`src/rtl/fetch_pkg.sv`:
```
// Shared constants for the fetch unit and its queue.
package fetch_pkg;
  localparam int unsigned XLEN_DEFAULT     = 32;
  localparam logic [31:0] RESET_PC_DEFAULT = 32'h0000_0000;
  localparam logic [31:0] INSTR_NOP        = 32'h0000_0013;
  localparam int unsigned PC_INC           = 4;
endpackage

```
`src/rtl/fetch_queue.sv`:
```
// Circular buffer of {pc, instr} entries with push/pop/flush and full/empty flags.
module fetch_queue #(
  parameter int unsigned XLEN  = 32,
  parameter int unsigned DEPTH = 4
) (
  input  logic            clk,
  input  logic            reset,
  input  logic            flush,
  input  logic            push,
  input  logic [XLEN-1:0] push_pc,
  input  logic [XLEN-1:0] push_instr,
  input  logic            pop,
  output logic [XLEN-1:0] head_pc,
  output logic [XLEN-1:0] head_instr,
  output logic            full,
  output logic            empty
);
  localparam int unsigned AW = $clog2(DEPTH);

  logic [AW-1:0]   wr_ptr;
  logic [AW-1:0]   rd_ptr;
  logic [AW:0]     count;
  logic [XLEN-1:0] pc_mem    [DEPTH];
  logic [XLEN-1:0] instr_mem [DEPTH];

  assign full       = (count == (AW+1)'(DEPTH));
  assign empty      = (count == '0);
  assign head_pc    = pc_mem[rd_ptr];
  assign head_instr = instr_mem[rd_ptr];

  always_ff @(posedge clk) begin
    if (reset || flush) begin
      wr_ptr <= '0;
      rd_ptr <= '0;
      count  <= '0;
    end else begin
      if (push) wr_ptr <= wr_ptr + AW'(1);
      if (pop)  rd_ptr <= rd_ptr + AW'(1);
      case ({push, pop})
        2'b10:   count <= count + (AW+1)'(1);
        2'b01:   count <= count - (AW+1)'(1);
        default: count <= count;
      endcase
    end
  end

  // Storage is not reset; contents are only observed through valid entries.
  always_ff @(posedge clk) begin
    if (push) begin
      pc_mem[wr_ptr]    <= push_pc;
      instr_mem[wr_ptr] <= push_instr;
    end
  end
endmodule

```
`src/rtl/fetch_unit.sv`:
```
// Sequential instruction fetch with redirect and a fetch queue.
// Optional saturating perf counters are built when FETCH_PERF_EN is defined.
module fetch_unit
  import fetch_pkg::*;
#(
  parameter int unsigned     XLEN     = XLEN_DEFAULT,
  parameter int unsigned     DEPTH    = 4,
  parameter logic [XLEN-1:0] RESET_PC = XLEN'(RESET_PC_DEFAULT)
) (
  input  logic            clk,
  input  logic            reset,
  output logic [XLEN-1:0] iaddr,
  input  logic [XLEN-1:0] idata,
  input  logic            redirect_valid,
  input  logic [XLEN-1:0] redirect_pc,
  output logic            out_valid,
  input  logic            out_ready,
  output logic [XLEN-1:0] out_instr,
  output logic [XLEN-1:0] out_pc,
  output logic [31:0]     perf_redirects,
  output logic [31:0]     perf_full_cycles
);
  logic [XLEN-1:0] pc;
  logic            q_full;
  logic            q_empty;
  logic            enq;
  logic            deq;
  logic [1:0]      unused_redirect_bits;

  assign unused_redirect_bits = redirect_pc[1:0];
  assign iaddr     = pc;
  assign out_valid = !q_empty;
  // Full blocks enqueue even when a dequeue frees a slot this cycle.
  assign enq = !q_full && !redirect_valid;
  assign deq = !q_empty && out_ready && !redirect_valid;

  always_ff @(posedge clk) begin
    if (reset)               pc <= RESET_PC;
    else if (redirect_valid) pc <= {redirect_pc[XLEN-1:2], 2'b00};
    else if (enq)            pc <= pc + XLEN'(PC_INC);
  end

  fetch_queue #(
    .XLEN  (XLEN),
    .DEPTH (DEPTH)
  ) u_queue (
    .clk        (clk),
    .reset      (reset),
    .flush      (redirect_valid),
    .push       (enq),
    .push_pc    (pc),
    .push_instr (idata),
    .pop        (deq),
    .head_pc    (out_pc),
    .head_instr (out_instr),
    .full       (q_full),
    .empty      (q_empty)
  );

`ifdef FETCH_PERF_EN
  logic [31:0] redirect_cnt;
  logic [31:0] full_cnt;

  always_ff @(posedge clk) begin
    if (reset) begin
      redirect_cnt <= '0;
      full_cnt     <= '0;
    end else begin
      if (redirect_valid && redirect_cnt != '1) redirect_cnt <= redirect_cnt + 32'd1;
      if (q_full && full_cnt != '1)             full_cnt     <= full_cnt + 32'd1;
    end
  end

  assign perf_redirects   = redirect_cnt;
  assign perf_full_cycles = full_cnt;
`else
  assign perf_redirects   = '0;
  assign perf_full_cycles = '0;
`endif
endmodule

```
`config.mk`:
```
export PLATFORM = sky130hd
export DESIGN_NAME = fetch_unit
export DESIGN_NICKNAME = d
export VERILOG_FILES = /design/src/rtl/fetch_pkg.sv /design/src/rtl/fetch_queue.sv /design/src/rtl/fetch_unit.sv
export SDC_FILE = /design/constraint.sdc
export NUM_CORES = 1
export LEC_CHECK = 0
export ABC_AREA = 0
export CELL_PAD_IN_SITES_DETAIL_PLACEMENT = 0
export CELL_PAD_IN_SITES_GLOBAL_PLACEMENT = 1
export CORE_MARGIN = 4
export CORE_UTILIZATION = 35
export CTS_CLUSTER_DIAMETER = 200
export CTS_CLUSTER_SIZE = 10
export DETAILED_ROUTE_END_ITERATION = 16
export PLACE_DENSITY_LB_ADDON = 0.1
export SYNTH_ARGS = -nofsm -noshare
export SYNTH_HDL_FRONTEND = slang
export SYNTH_HIERARCHICAL = 1
export SYNTH_SLANG_ARGS = --single-unit
```
`constraint.sdc`:
```
create_clock -name clk -period 4.01 [get_ports clk]
set_input_delay 0.6015 -clock clk [delete_from_list [all_inputs] [get_ports clk]]
set_output_delay 0.6015 -clock clk [all_outputs]
set_load 0.01 [all_outputs]
```
==> run_results.csv <==
group,metric,value,unit
logic_synthesis,synth_largest_area_cell,"edfxtp_1",
logic_synthesis,netlist_area,12100,um2
finish,syn_to_final_growth,23.8,%
critical_path,required,3410,ps
routing,first_pass_iters,5,
finish,fillers,2996,
floorplanning,die_w,194,um
critical_path,path_max_fanout,18,
finish,fin_nets,951,
floorplanning,die_height,194,um
logic_synthesis,syn_inst,690,
routing,wl_per_cell,20.1,um
pwr,p_leak,4.92,nW
cts,cts_buffer_depth,3,
routing,vias,6572,
timing,worstMarginPinSlew,771,ps
timing,rsz0062_at_grt,"false",
global_routing,grt_max_degree,49,
timing,min_period,3260,ps
timing,max_freq,307,MHz
placement,dp_hpwl,17200,um
cts,cts_buffers,35,
logic_synthesis,ys_ff_latch,295,
hold_path,hold_path_end,"u_queue/count[2]",
critical_path,cp.depth,3,
critical_path,crit_type,"flip-flop to primary output",
hold_path,min_path_cells,2,
critical_path,path_cells,"buf_4 -> mux4_2 -> clkdlybuf4s50_1",
status,outcome,"complete, no violations",
global_routing,overflow,0,
critical_path,r2r_start,"u_queue/count[0]",
global_routing,grt_pass1_vias,6935,
placement,numPortBuffers,160,
timing,drv_slew,0,
timing,skew,11.7,ps
timing,setup_tns,0,ps
logic_synthesis,synthTopCellsByArea,"edfxtp_1, mux4_2, dfxtp_1",
floorplanning,core_area,33900,um2
cts,cts_tree,"done",
critical_path,end_kind,"primary output",
floorplanning,dieArea,37700,um2
logic_synthesis,ys.flop_type,"edfxtp_1",
timing,fin_crit_sh,0.812,
routing,ant_nets,0,
critical_path,critPathLaunchType,"flip-flop",
critical_path,cp.arrival,2650,ps
placement,gp_congestion,0.739,
logic_synthesis,synth_edf_count,256,
pwr,power_density,454,nW/um2
critical_path,r2r-end,"iaddr[23]",
logic_synthesis,netlist.area_leader.share,0.633,
logic_synthesis,ys_top_cells_by_count,"edfxtp_1, buf_4, mux4_2",
finish,drive_gt1_frac,0.143,
run,drv_cap,0,
routing,viasPerCell,4.89,
logic_synthesis,synthMostInstantiatedCell,"edfxtp_1",
cts,postCtsSetupRepairBufs,0,
timing,final-setup-viol-count,0,
routing,drt_iter0_markers,393,
finish,num_antenna_cells,0,
logic_synthesis,async_reset_ff_frac,0,
hold_path,holdCritStartpoint,"u_queue/count[2]",
critical_path,cpMaxStageDelayCell,"mux4_2",
cts,clock_sinks,295,
critical_path,reg2reg_depth,6,
critical_path,r2r_slack,1300,ps
global_routing,grt_pass1_wl,41500,um
floorplanning,pin_count,229,
cts,cts_root_buf,"clkbuf_16",
placement,dp.cells,1287,
critical_path,critical-path-top-delay-family,"buffers and inverters",
global_routing,antenna_found_initial,0,
routing,routed_wl,27000,um
logic_synthesis,ys_warn_count,6,
finish,layoutNonFillerInstCount,1344,
floorplanning,start_util,0.359,
cts,clock_latency,500,ps
floorplanning,rows,67,
logic_synthesis,syn_area_per_cell,17.6,um2
logic_synthesis,synth.distinct_cells,59,
pwr,ir_worst_vdd,0.215,mV
cts,htree_levels,2,
routing,route.detailed.drc,0,
critical_path,cp_slowest_stage_delay,590,ps
logic_synthesis,ys_seq_area_frac,0.697,
critical_path,worst-path-buf-inv,2,
cts,postCtsHoldBufs,0,
timing,max_slew_margin,0.481,
cts,cts.repair.resized,0,
hold_path,hold_class,"flip-flop to flip-flop",
global_routing,grt_usage,0.140,
timing,final-hold-violation-count,0,
cts,path_clk_slew,60,ps
stage by stage:
| step | instance area [um2] | util | setup slack [ps] | power, mW | hold slack, ps |
|---|---|---|---|---|---|
| 2_1_floorplan | 12400 | - | 713 | 3.84 | 467 |
| 3_3_place_gp | 14000 | 0.414 | 1060 | 4.09 | 480 |
| 3_5_place_dp | 14000 | 0.414 | 1060 | 4.10 | 508 |
| 4_1_cts | 15000 | 0.444 | 636 | 6.93 | 515 |
| 5_1_grt | 15000 | 0.444 | 572 | 7.13 | 533 |
| 6_report | 15000 | 0.444 | 754 | 6.82 | 530 |
logic make-up after synthesis:
group,Yosys count,share of synthesized area
simple gates,144,0.0658
mux,66,0.122
buf+inv,108,0.0639
fa+ha+maj,7,0.00783
other cells,1,0.000309
compound gates,54,0.0324
xor+xnor,15,0.0108
flops,295,0.697
registers in the layout (all words and copies together), names as in the netlist, named ones only:
signal             cells
iaddr                 30
u_queue/wr_ptr         2
u_queue/pc_mem       128
u_queue/rd_ptr         2
u_queue/count          3
u_queue/instr_mem    128
area by class of cell:
class	instances	area, um2	share of cell area
Tap cell	448	561	0.0373
Clock buffer	54	968	0.0644
Multi-Input combinational cell	360	3180	0.212
Inverter	13	48.8	0.00325
Clock inverter	3	31.3	0.00208
Timing Repair Buffer	171	1760	0.117
Sequential cell	295	8480	0.564
routing by layer:
layer  up-vias  routed length [um]  GRT usage
met3        31                1670     0.0348
met4         0                 405     0.0318
met5         -                   0          0
met1      3345               12000      0.192
li1       2972                   -          -
met2       224               12900      0.228
worst register-to-register path: stages (launching register included):
cell and delay (ps):
dfxtp_1 380, inv_1 90, and3_1 380, nand3b_1 460
or3_1 550, or3_1 400, a2111oi_0 330
placed cells by master (no fill, tap or decap), types with 3 or more instances in the layout:
cell type / synthesis / layout
mux4_1: 4 / 4
a31oi_1: 3 / 3
xnor2_1: 9 / 9
a21oi_1: 10 / 10
and2_4: 0 / 4
nand2_1: 22 / 22
o211ai_1: 3 / 3
nand4_1: 10 / 10
buf_4: 66 / 5
or3_1: 7 / 7
edfxtp_1: 256 / 256
buf_12: 6 / 6
a211oi_1: 8 / 8
nor4_1: 11 / 11
clkbuf_1: 11 / 18
dfxtp_1: 39 / 37
a311oi_1: 8 / 8
conb_1: 1 / 74
nand3_1: 10 / 10
inv_1: 12 / 12
nor3_1: 5 / 5
a311o_1: 3 / 3
xor2_1: 6 / 6
o21ai_0: 7 / 7
and2_1: 8 / 4
and3_1: 9 / 9
nand3b_1: 3 / 3
nor2b_1: 5 / 5
or3_2: 4 / 4
and4_1: 3 / 3
nor2_1: 37 / 37
mux4_2: 60 / 60
clkdlybuf4s50_1: 0 / 160
clkbuf_16: 0 / 36
ha_1: 6 / 6
report_power, final:
part           switching (mW)  total [mW]  leakage (nW)  internal, mW
registers              0.0813        3.53          2.70          3.45
logic                   0.237       0.504          1.74         0.266
clock network            1.14        2.79         0.481          1.66
worst max path at each step:
stage / endpoint / start
2_1_floorplan: u_queue/instr_mem[0][0] / redirect_valid
4_1_cts: out_pc[3] / flip-flop
5_1_grt: out_pc[3] / flip-flop
3_3_place_gp: u_queue/instr_mem[1][25] / redirect_valid
6_report: out_pc[3] / flip-flop
3_5_place_dp: u_queue/instr_mem[1][22] / redirect_valid
(Power assumes the default switching activity.)
